`src/rtl/mlp_pkg.sv`:
```
// mlp_pkg: shared widths and defaults for the MLP coprocessor and its result framer
package mlp_pkg;
  localparam int DEF_DATA_WIDTH = 32;
  localparam int DEF_BATCH = 64;
  localparam int COUNT_WIDTH = 16;
endpackage

```
`src/rtl/axis_sync_fifo.sv`:
```
// axis_sync_fifo: first-word-fall-through synchronous FIFO with AXI-Stream handshakes
module axis_sync_fifo #(
  parameter int DATA_WIDTH = 32,
  parameter int DEPTH = 16
) (
  input  logic                  ACLK,
  input  logic                  ARESETN,
  input  logic                  s_valid,
  input  logic [DATA_WIDTH-1:0] s_data,
  output logic                  s_ready,
  output logic                  m_valid,
  output logic [DATA_WIDTH-1:0] m_data,
  input  logic                  m_ready
);
  localparam int AW = $clog2(DEPTH);
  logic [DATA_WIDTH-1:0] mem [DEPTH];
  logic [AW-1:0] wr_ptr, rd_ptr;
  logic [AW:0] count;
  logic live;
  logic push, pop;
  assign push = s_valid && s_ready;
  assign pop = m_valid && m_ready;
  assign s_ready = live && (count != (AW+1)'(DEPTH));
  assign m_valid = count != '0;
  assign m_data = m_valid ? mem[rd_ptr] : '0;
  always_ff @(posedge ACLK) begin
    if (push) mem[wr_ptr] <= s_data;
  end
  always_ff @(posedge ACLK) begin
    if (!ARESETN) begin
      live <= 1'b0;
      wr_ptr <= '0;
      rd_ptr <= '0;
      count <= '0;
    end else begin
      live <= 1'b1;
      if (push) wr_ptr <= wr_ptr + 1'b1;
      if (pop) rd_ptr <= rd_ptr + 1'b1;
      count <= count + (AW+1)'(push) - (AW+1)'(pop);
    end
  end
endmodule

```
`src/rtl/mlp_result_framer.sv`:
```
// mlp_result_framer: buffers coprocessor results and re-frames them into BATCH-word TLAST bursts
module mlp_result_framer
  import mlp_pkg::*;
#(
  parameter int DATA_WIDTH = DEF_DATA_WIDTH,
  parameter int BATCH = DEF_BATCH,
  parameter int DEPTH = 16
) (
  input  logic                   ACLK,
  input  logic                   ARESETN,
  input  logic                   S_AXIS_TVALID,
  input  logic [DATA_WIDTH-1:0]  S_AXIS_TDATA,
  input  logic                   S_AXIS_TLAST,
  output logic                   S_AXIS_TREADY,
  output logic                   M_AXIS_TVALID,
  output logic [DATA_WIDTH-1:0]  M_AXIS_TDATA,
  output logic                   M_AXIS_TLAST,
  input  logic                   M_AXIS_TREADY,
  output logic                   batch_done,
  output logic [COUNT_WIDTH-1:0] batch_count
);
  localparam int BW = BATCH > 1 ? $clog2(BATCH) : 1;
  logic [BW-1:0] beat;
  logic fire, fire_last;
  logic unused_tlast;
  assign unused_tlast = S_AXIS_TLAST;
  axis_sync_fifo #(.DATA_WIDTH(DATA_WIDTH), .DEPTH(DEPTH)) u_fifo (
    .ACLK(ACLK),
    .ARESETN(ARESETN),
    .s_valid(S_AXIS_TVALID),
    .s_data(S_AXIS_TDATA),
    .s_ready(S_AXIS_TREADY),
    .m_valid(M_AXIS_TVALID),
    .m_data(M_AXIS_TDATA),
    .m_ready(M_AXIS_TREADY)
  );
  assign M_AXIS_TLAST = M_AXIS_TVALID && (beat == BW'(BATCH-1));
  assign fire = M_AXIS_TVALID && M_AXIS_TREADY;
  assign fire_last = fire && M_AXIS_TLAST;
  always_ff @(posedge ACLK) begin
    if (!ARESETN) begin
      beat <= '0;
      batch_done <= 1'b0;
      batch_count <= '0;
    end else begin
      batch_done <= fire_last;
      if (fire) beat <= fire_last ? '0 : beat + 1'b1;
      batch_count <= batch_count + COUNT_WIDTH'(fire_last);
    end
  end
endmodule

```
`config.mk`:
```
export PLATFORM = sky130hd
export DESIGN_NAME = mlp_result_framer
export DESIGN_NICKNAME = d
export VERILOG_FILES = /design/src/rtl/mlp_pkg.sv /design/src/rtl/axis_sync_fifo.sv /design/src/rtl/mlp_result_framer.sv
export SDC_FILE = /design/constraint.sdc
export NUM_CORES = 1
export LEC_CHECK = 0
export BUFFER_PORTS_ARGS = -buffer_cell sky130_fd_sc_hd__buf_4
export CORE_MARGIN = 4
export CORE_UTILIZATION = 25
export CTS_CLUSTER_SIZE = 24
export DETAILED_ROUTE_END_ITERATION = 12
export HOLD_SLACK_MARGIN = 0.08
export SETUP_SLACK_MARGIN = 0.4
export SLEW_MARGIN = 20
export SYNTH_ARGS = -nofsm -noshare
export SYNTH_HDL_FRONTEND = slang
export SYNTH_HIERARCHICAL = 1
export SYNTH_SLANG_ARGS = --single-unit
export TNS_END_PERCENT = 30
```
`constraint.sdc`:
```
create_clock -name ACLK -period 8.4 [get_ports ACLK]
set_input_delay 0.84 -clock ACLK [delete_from_list [all_inputs] [get_ports ACLK]]
set_output_delay 0.84 -clock ACLK [all_outputs]
set_load 0.05 [all_outputs]
```
==> metrics.log, run 1 <==
INFO  metric synthDominantAreaCellType = edfxtp_1
INFO  metric synthTopCellsByCount = edfxtp_1, mux2i_1, a22oi_1, mux4_2, dfxtp_1
INFO  metric crit_path_start_kind = register
INFO  metric ant_nets_after_route = 0
INFO  metric critical_path_class = reg -> out
INFO  metric ioPinCount = 89
INFO  metric synth_largest_type_area_fraction = 71.7%
INFO  metric grt.overflow.total = 0
INFO  metric hold_class = in -> reg
INFO  metric vdd_drop_max = 0.175 mV
INFO  metric start_util = 25.2%
INFO  metric cts_repair_resize_count = 0
INFO  metric syn_inst = 1,121
INFO  metric global_route_wire_length_before_repair = 70.9 mm
INFO  metric final_period_minus_worst_setup_slack = 4.63 ns
INFO  metric numCtsBuffers = 57
INFO  metric area_of_the_die = 90,500 um^2
INFO  metric synthesis.area_per_instance = 19.1 um^2
INFO  metric setup.worst_path.end_class = primary output
INFO  metric synth_seq_cells = 553
INFO  metric cts_tree = yes
INFO  metric most_numerous_cell_in_the_yosys_netlist = edfxtp_1
INFO  metric initial_antenna_violation_count = 5
INFO  metric async_set_or_reset_flop_fraction_in_the_synthesized_netlist = 0%
INFO  metric syn_nets = 1,173
INFO  metric setup_total_negative_slack = 0 ns
INFO  metric fmaxAchievable = 0.216 GHz
INFO  metric yosys-top-cells-area = edfxtp_1, mux4_2, mux2i_1
INFO  metric globalplace.congestion = 0.749
INFO  metric num_rows = 107
INFO  metric nNetsFinal = 1,284
INFO  metric drtIter0Drc = 705
INFO  metric cts_setup_buffers = 0
INFO  metric cts_hold_repair.buffers = 0
INFO  metric multi_input_comb_area = 5030 um^2
INFO  metric synth-warning-count = 6
INFO  metric drv.max_cap_violation_count = 0
INFO  metric syn-cell-area = 21,400 um^2
INFO  metric detailroute.via_count = 10,600
INFO  metric power_leakage = 7.97 nW
INFO  metric clkSinkCount = 553
INFO  metric worst_skew_pair.late_latency = 0.64 ns
INFO  metric reg_area = 16,200 um^2
INFO  metric outcome = complete, no violations
INFO  metric remaining_drc_errors = 0
INFO  metric fillCellCount = 8,339
INFO  metric grt_pass1_vias = 11,100
INFO  metric worstPathRequired = 7.56 ns
INFO  metric area_delta_synth_final = 18.4%
INFO  metric worst_pin_slew = 1.11 ns
INFO  metric worst_ep_arrival_time = 3.79 ns
INFO  metric place_area = 23,600 um^2
INFO  metric io_buffer_count = 87
INFO  metric final_min_period_over_clock_period = 55.1%
INFO  metric power_per_cell_area = 287 nW/um^2
INFO  metric worst-path-max-fanout = 57
INFO  metric endpoints_failing_hold = 0
INFO  metric synth_sequential_area_ratio = 75.5%
INFO  metric cts-htree-levels = 2
INFO  metric route.detailed.vias_per_inst = 4.38
INFO  metric final_cell_area = 25,400 um^2
INFO  metric timing.slew.headroom = 26.2%
INFO  metric synth-edff-count = 512
INFO  metric clk_pin_slew_worst_paths = 0.06 ns
INFO  metric average_wire_per_cell_in_the_routed_design = 19.7 um
INFO  metric die_h = 301 um
INFO  metric cts.path.max_buffers = 3
INFO  metric detail_route.wirelength = 47.8 mm
INFO  metric clockRootBuffer = clkbuf_16
INFO  metric grt_max_degree = 69
INFO  metric ys.flop_type = edfxtp_1
INFO  metric synth_cell_types = 40
INFO  metric first_pass_iters = 4
INFO  metric final.setup_skew = 0.0532 ns
INFO  metric globalRouteTotalUtil = 10.4%
INFO  metric place.detailed.hpwl = 25.8 mm
INFO  metric drv_slew = 0
INFO  metric timing.final.setup_violations = 0
INFO  metric die_width = 301 um
INFO  metric rsz0062_at_grt = false
INFO  metric core = 85,100 um^2
INFO  metric layout_cell_share_with_drive_strength_beyond_1 = 22.2%
-- layout make-up --
type,instances,area share [%]
repair buffers,113,3.39
clock inverters,35,1.38
clock buffers,67,5.76
flip-flops and latches,553,63.8
well taps,1144,5.63
diodes,4,0.0394
inverters,13,0.192
multi-input cells,494,19.8
-- where the power goes --
| part | internal (W) | switching [W] |
|---|---|---|
| Clock | 0.00140 | 0.00103 |
| Sequential | 0.00306 | 0.000108 |
| Combinational | 0.000663 | 0.00103 |
-- path summary, 6_finish.rpt --
path | slack, ns | cells after the start | from | endpoint
setup / recovery | 3.77 | 7 | register | M_AXIS_TDATA[5]
hold / removal | 0.49 | 1 | S_AXIS_TDATA[25] | u_fifo/mem[14][25]$_DFFE_PP_
setup reg to reg | 5.16 | 14 | u_fifo/count[3]$_SDFF_PN0_ | u_fifo/count[4]$_SDFF_PN0_
hold reg to reg | 0.50 | 2 | batch_count[15]$_SDFF_PN0_ | batch_count[15]$_SDFF_PN0_
-- flip-flops by register name (all words and copies together), names as in the netlist, named ones only --
signal	flops
batch_done	1
u_fifo/rd_ptr	4
batch_count	16
beat	6
u_fifo/count	5
u_fifo/wr_ptr	4
u_fifo/live	1
u_fifo/mem	512
-- cell usage in the layout (no fill, tap or decap), types with 3 or more instances in the layout --
cell type / count
nand3_1: 12
a22oi_1: 64
diode_2: 4
nand4_1: 5
a21boi_0: 3
buf_4: 112
nor2_4: 13
nor3_1: 7
xnor2_1: 14
dfxtp_1: 39
o21ai_0: 5
bufinv_16: 5
edfxtp_1: 512
clkinv_1: 19
clkbuf_1: 10
and3_1: 37
ha_1: 14
clkbuf_16: 57
nor3_2: 4
xor2_1: 9
mux2i_1: 130
mux4_2: 64
a221o_1: 30
inv_1: 13
and2_1: 28
nor2_1: 4
nand2_1: 21
clkinv_2: 4
nand2b_1: 6
-- cell families (layout without fill, tap and decap cells) --
group	count (synthesis)	after routing	share of synthesized area, %
flip-flops	553	553	75.5
XOR/XNOR	23	23	0.939
AND/OR/NAND/NOR	154	154	4.17
adder cells (fa/ha/maj)	15	15	0.910
multiplexers	194	194	12.8
other	0	4	0
buffers and inverters	74	228	1.60
AO/OA/AOI/OAI	108	108	4.08
-- stage by stage --
step	power [W]	utilization [%]	hold slack (ns)	cells	worst slack, ns
6_report	0.00729	29.8	0.487	2423	3.77
5_1_grt	0.00761	29.8	0.467	2420	3.57
3_3_place_gp	0.00494	27.7	0.462	2316	4.28
2_1_floorplan	0.00441	-	0.475	1121	4.23
4_1_cts	0.00740	29.8	0.439	2418	3.61
3_5_place_dp	0.00496	27.7	0.491	2316	4.28
-- routing by layer --
| metal | track usage, % | wire length (um) |
|---|---|---|
| met1 | 13.0 | 20300 |
| met2 | 17.9 | 23900 |
| met3 | 2.49 | 2600 |
| met4 | 2.80 | 941 |
| met5 | 0 | 13 |
-- critical path, stage by stage, from the launching register on --
cell and delay [ns]:
dfxtp_4 0.98, buf_4 0.67, buf_12 0.31, mux2i_1 0.22, a22oi_1 0.08, and3_1 0.22, a221o_2 0.35, buf_4 0.21
Power figures use the tool's default switching activity.
==> run 2: changes to the inputs <==
==> constraint.sdc (replaced) <==
create_clock -name ACLK -period 4.8 [get_ports ACLK]
set_input_delay 0.48 -clock ACLK [delete_from_list [all_inputs] [get_ports ACLK]]
set_output_delay 0.48 -clock ACLK [all_outputs]
set_load 0.05 [all_outputs]
==> run 2 against run 1 <==
  * Sequential cell count is the same
  * Final cell count is 0.12% higher
  * Critical path depth decreased by 3
  * Clock power rose by 81%
  * Register-to-register slack worse by 3.6 ns
  * Power increased by 77%
  * Combinational power grew 76%
  * Via count is 1.0% higher
  * Worst setup slack got worse by 2.9 ns
  * Die area did not move
  * Critical path type unchanged
  * Highest routed layer unchanged
==> metrics.log, run 2 (same netlist as run 1, synthesis figures left out) <==
INFO  metric outcome = complete, no violations
INFO  metric ant_nets_after_route = 0
INFO  metric numCtsBuffers = 57
INFO  metric critical_path_class = reg -> out
INFO  metric clockRootBuffer = clkbuf_16
INFO  metric area_delta_synth_final = 18.9%
INFO  metric place.detailed.hpwl = 27.1 mm
INFO  metric wl_met2 = 24.6 mm
INFO  metric timing.final.setup_violations = 0
INFO  metric worst_path_largest_cell_delay = 0.93 ns
INFO  metric fillCellCount = 8,347
INFO  metric crit_family = flip-flops
INFO  metric worst_slack = 0.890 ns
INFO  metric start_util = 25.2%
INFO  metric drtIter0Drc = 841
INFO  metric clkSinkCount = 553
INFO  metric hold_class = in -> reg
INFO  metric cts-htree-levels = 2
INFO  metric largest_reg_flops = 512
INFO  metric worst_ep_arrival_time = 3.43 ns
INFO  metric io_buffer_count = 87
INFO  metric final_min_period_over_clock_period = 81.5%
INFO  metric final_period_minus_worst_setup_slack = 3.91 ns
INFO  metric global_route_wire_length_before_repair = 72.6 mm
INFO  metric average_wire_per_cell_in_the_routed_design = 20.1 um
INFO  metric timing.slew.headroom = 32.6%
INFO  metric layout.cells.most_common_list = edfxtp_1, mux2i_1, buf_4
INFO  metric die_h = 301 um
INFO  metric power_per_cell_area = 507 nW/um^2
INFO  metric grt_max_degree = 53
INFO  metric nNetsFinal = 1,285
INFO  metric setup_total_negative_slack = 0 ns
INFO  metric finalHoldWorstSlack = 0.151 ns
INFO  metric first_pass_iters = 5
INFO  metric cp.buffers_inverters = 2
INFO  metric crit_path_top_delay_cell = dfxtp_4
INFO  metric worstPathRequired = 4.32 ns
INFO  metric vdd_drop_max = 0.278 mV
INFO  metric routed-wl-met3 = 2.70 mm
INFO  metric finalPower = 0.0129 W
INFO  metric core = 85,100 um^2
INFO  metric die_width = 301 um
INFO  metric worst-r2r-cell-count = 14
INFO  metric drv_slew = 0
INFO  metric globalRouteTotalUtil = 10.6%
INFO  metric num_rows = 107
INFO  metric initial_antenna_violation_count = 2
INFO  metric route.detailed.vias_per_inst = 4.42
INFO  metric cts.path.max_buffers = 3
INFO  metric wl_met1 = 20.6 mm
INFO  metric power_leakage = 8.03 nW
INFO  metric highest-signal-layer = met5
INFO  metric ioPinCount = 89
INFO  metric rsz0062_at_grt = false
INFO  metric cts_tree = yes
INFO  metric fmaxAchievable = 0.256 GHz
INFO  metric crit_path_start_kind = register
INFO  metric commonest_non_fill_non_tap_cell_in_the_layout = edfxtp_1
INFO  metric cts_setup_buffers = 0
INFO  metric worst_pin_slew = 1.01 ns
INFO  metric crit_path_cells = buf_4, mux4_2, a221o_1, buf_4
INFO  metric timing.critical_path.depth = 4
INFO  metric cts_hold_repair.buffers = 0
INFO  metric worst-path-max-fanout = 43
INFO  metric place_area = 23,600 um^2
INFO  metric clk_pin_slew_worst_paths = 0.06 ns
INFO  metric largest-register = u_fifo/mem
INFO  metric detailroute.via_count = 10,700
INFO  metric remaining_drc_errors = 0
INFO  metric final.setup_skew = 0.0190 ns
INFO  metric drv.max_cap_violation_count = 0
INFO  metric globalplace.congestion = 0.749
INFO  metric setup.worst_path.end_class = primary output
INFO  metric grt_pass1_vias = 11,300
INFO  metric final_cell_area = 25,500 um^2
INFO  metric endpoints_failing_hold = 0
INFO  metric cpMostUsedCell = buf_4
INFO  metric grt.overflow.total = 0
INFO  metric cts_repair_resize_count = 0
INFO  metric reg.largest.list = u_fifo/mem x512, batch_count x16, beat x6
INFO  metric layout_cell_share_with_drive_strength_beyond_1 = 23.2%
INFO  metric dp_worst_setup_slack = 1.40 ns
INFO  metric hold_path_depth = 1
INFO  metric worst_skew_pair.late_latency = 0.62 ns
INFO  metric detail_route.wirelength = 48.7 mm
INFO  metric area_of_the_die = 90,500 um^2
-- run 2: final timing paths --
| path | from | to | slack [ns] |
|---|---|---|---|
| setup / recovery | register | M_AXIS_TDATA[2] | 0.89 |
| setup reg to reg | u_fifo/count[3]$_SDFF_PN0_ | u_fifo/count[4]$_SDFF_PN0_ | 1.61 |
| hold reg to reg | batch_count[15]$_SDFF_PN0_ | batch_count[15]$_SDFF_PN0_ | 0.48 |
| hold / removal | S_AXIS_TDATA[27] | u_fifo/mem[10][27]$_DFFE_PP_ | 0.15 |
-- run 2: cell type report --
type / instances / area, um^2 / share of cell area, %
Inverter: 13 / 48.8 / 0.191
Clock inverter: 43 / 442 / 1.73
Sequential cell: 553 / 16200 / 63.5
Tap cell: 1144 / 1430 / 5.61
Multi-Input combinational cell: 494 / 5030 / 19.7
Timing Repair Buffer: 114 / 893 / 3.50
Clock buffer: 64 / 1450 / 5.70
Antenna cell: 1 / 2.50 / 0.00981
-- run 2: through the flow --
stage | utilization [%] | std cells
after floorplan | - | 1121
after global placement | 27.7 | 2318
after detailed placement | 27.7 | 2318
after CTS | 30.0 | 2425
after global routing | 30.0 | 2425
final | 30.0 | 2426
-- run 2: layer usage --
metal	up-vias	global-route usage, %
met4	2	2.37
met2	264	18.5
li1	4781	-
met1	5606	13.7
met3	69	2.21
met5	-	0
-- run 2: where the power goes --
part | internal [W] | switching, W | total (W)
combinational | 0.00117 | 0.00182 | 0.00299
sequential | 0.00535 | 0.000173 | 0.00552
clock | 0.00257 | 0.00184 | 0.00441
==> run 3: changes to the inputs <==
==> constraint.sdc (replaced) <==
create_clock -name ACLK -period 3.75 [get_ports ACLK]
set_input_delay 0.375 -clock ACLK [delete_from_list [all_inputs] [get_ports ACLK]]
set_output_delay 0.375 -clock ACLK [all_outputs]
set_load 0.05 [all_outputs]
==> run 3 against run 2 <==
  * Sequential power grew 26%
  * Critical path depth is 5 higher
  * Worst setup slack worse by 0.39 ns
  * Sequential cell count did not move
  * Via count increased by 1.6%
  * Power grew 30%
  * Register-to-register slack got worse by 0.96 ns
  * Combinational power is 42% higher
  * First-iteration DRC count rose by 0.95%
  * Worst hold slack worse by 0.025 ns
  * Clock power rose by 25%
  * Clock skew increased by 0.031 ns
  * Highest routed layer unchanged
==> metrics.log, run 3 (same netlist as run 1, synthesis figures left out) <==
INFO  metric worst_path_largest_cell_delay = 0.49 ns
INFO  metric outcome = complete, no violations
INFO  metric finalCoreUtilization = 30.7%
INFO  metric area_of_the_die = 90,500 um^2
INFO  metric globalplace.congestion = 0.737
INFO  metric worst-r2r-cell-count = 14
INFO  metric io_buffer_count = 87
INFO  metric fmaxAchievable = 0.308 GHz
INFO  metric vdd_drop_max = 0.364 mV
INFO  metric setup.worst_path.end_class = primary output
INFO  metric hold_path_depth = 1
INFO  metric grt.overflow.total = 0
INFO  metric reg.largest.list = u_fifo/mem x512, batch_count x16, beat x6
INFO  metric timing.slew.headroom = 46.0%
INFO  metric largest_reg_flops = 512
INFO  metric ioPinCount = 89
INFO  metric timing.rr.start = u_fifo/count[3]$_SDFF_PN0_
INFO  metric worst_skew_pair.late_latency = 0.64 ns
INFO  metric nNetsFinal = 1,335
INFO  metric die_width = 301 um
INFO  metric crit_path_cells = inv_1, ha_2, or4b_4, buf_12, nor2b_4, buf_12, and3_1, a221o_2, buf_6
INFO  metric clockRootBuffer = clkbuf_16
INFO  metric grt_max_degree = 41
INFO  metric global_route_wire_length_before_repair = 72.9 mm
INFO  metric cts_tree = yes
INFO  metric num_rows = 107
INFO  metric setup.worst_path.end = M_AXIS_TDATA[5]
INFO  metric cts.path.max_buffers = 3
INFO  metric clkSinkCount = 553
INFO  metric power_leakage = 8.28 nW
INFO  metric grt_pass1_vias = 11,200
INFO  metric timing.final.setup_violations = 0
INFO  metric initial_antenna_violation_count = 2
INFO  metric setup_total_negative_slack = 0 ns
INFO  metric average_wire_per_cell_in_the_routed_design = 20.0 um
INFO  metric area_delta_synth_final = 22.1%
INFO  metric detailroute.via_count = 10,900
INFO  metric remaining_drc_errors = 0
INFO  metric timing.critical_path.depth = 9
INFO  metric crit_path_top_delay_cell = or4b_4
INFO  metric final_period_minus_worst_setup_slack = 3.25 ns
INFO  metric crit_path_start_kind = register
INFO  metric final.setup_skew = 0.0501 ns
INFO  metric power_per_cell_area = 640 nW/um^2
INFO  metric numCtsBuffers = 57
INFO  metric globalRouteTotalUtil = 10.7%
INFO  metric layout.cells.most_common_list = edfxtp_1, mux2i_1, buf_4
INFO  metric critical_path_class = reg -> out
INFO  metric detail_route.wirelength = 49.5 mm
INFO  metric core = 85,100 um^2
INFO  metric worstPathRequired = 3.38 ns
INFO  metric drv_slew = 0
INFO  metric ant_nets_after_route = 0
INFO  metric cp.buffers_inverters = 4
INFO  metric cpMostUsedCell = buf_12
INFO  metric die_h = 301 um
INFO  metric largest-register = u_fifo/mem
INFO  metric layout_cell_share_with_drive_strength_beyond_1 = 23.2%
INFO  metric final_min_period_over_clock_period = 86.6%
INFO  metric worst_pin_slew = 0.808 ns
INFO  metric crit_path_start = u_fifo/count[3]$_SDFF_PN0_
INFO  metric place.detailed.hpwl = 27.0 mm
INFO  metric drtIter0Drc = 849
INFO  metric drv.max_cap_violation_count = 0
INFO  metric cts-htree-levels = 2
INFO  metric clk_pin_slew_worst_paths = 0.05 ns
INFO  metric worst_ep_arrival_time = 2.87 ns
INFO  metric crit_family = simple AND/OR/NAND/NOR gates
INFO  metric worstReg2RegEnd = u_fifo/count[4]$_SDFF_PN0_
INFO  metric route.detailed.vias_per_inst = 4.41
INFO  metric hold_class = in -> reg
INFO  metric start_util = 25.2%
INFO  metric worst-path-max-fanout = 8
INFO  metric rsz0062_at_grt = true
INFO  metric commonest_non_fill_non_tap_cell_in_the_layout = edfxtp_1
INFO  metric timing.reg2reg.setup_slack = 0.65 ns
INFO  metric endpoints_failing_hold = 0
INFO  metric first_pass_iters = 4
## run 3: cell count changes in the layout (fill, tap and decap cells not counted), moves of 3 or more
cell / delta
buf_12: +16
clkinv_2: -9
dlygate4sd3_1: +33
inv_6: +3
buf_4: -6
buf_6: +5
## run 3: worst min path at each step
stage / start / to / slack (ns)
after floorplan: ARESETN / u_fifo/live$_DFF_P_ / 0.40
after global placement: batch_count[15]$_SDFF_PN0_ / batch_count[15]$_SDFF_PN0_ / 0.46
after detailed placement: batch_count[15]$_SDFF_PN0_ / batch_count[15]$_SDFF_PN0_ / 0.48
after CTS: ARESETN / u_fifo/live$_DFF_P_ / 0.09
after global routing: ARESETN / u_fifo/live$_DFF_P_ / 0.11
final: ARESETN / u_fifo/live$_DFF_P_ / 0.13
## run 3: layer usage
| metal | wire, um | vias to the layer above | global-route usage, % |
|---|---|---|---|
| met5 | 13 | - | 0 |
| met4 | 945 | 2 | 2.76 |
| met3 | 2190 | 69 | 1.90 |
| met2 | 24700 | 241 | 18.5 |
| met1 | 21600 | 5705 | 14.0 |
| li1 | - | 4877 | - |
## run 3: final cells by class
class                           instances  area [um^2]
Fill cell                            8283        59000
Antenna cell                            1         2.50
Tap cell                             1144         1430
Multi-Input combinational cell        495         5060
Timing Repair Buffer                  163         1580
Clock inverter                         33          377
Inverter                               13         48.8
Sequential cell                       553        16200
Clock buffer                           67         1470
## run 3: what timing repair did
item,CTS,global route
gates cloned,1,1
pin swaps,1,0
hold endpoints to repair,505,0
endpoints found under the setup margin,32,23
hold buffers,33,0
buffers inserted,6,2
gates resized for setup,3,8
## run 3: metrics by stage
stage	setup WS, ns	hold slack, ns	total power (W)	instances	instance area [um^2]
2_1_floorplan	-0.149	0.403	0.00987	1121	21500
3_5_place_dp	0.667	0.479	0.0112	2325	23800
3_3_place_gp	0.675	0.458	0.0112	2325	23800
6_report	0.501	0.126	0.0167	2469	26200
5_1_grt	0.400	0.115	0.0174	2468	26200
4_1_cts	0.408	0.0868	0.0169	2465	26100
## run 3: worst reg2reg max path, cell delays in order, from the launching register on
cell and delay, ns:
dfxtp_1 0.35, inv_1 0.08, ha_2 0.17, and4bb_2 0.26
nor2_1 0.36, inv_1 0.11, ha_1 0.32, inv_1 0.06
ha_1 0.15, inv_1 0.06, fa_1 0.41, nand2b_1 0.18
a21oi_1 0.20, o21ai_0 0.10, and3b_1 0.18
## run 3: power by group
part / switching, W / internal (W) / leakage, nW
clock: 0.00230 / 0.00323 / 0.894
sequential: 0.000132 / 0.00685 / 4.95
combinational: 0.00252 / 0.00172 / 2.44
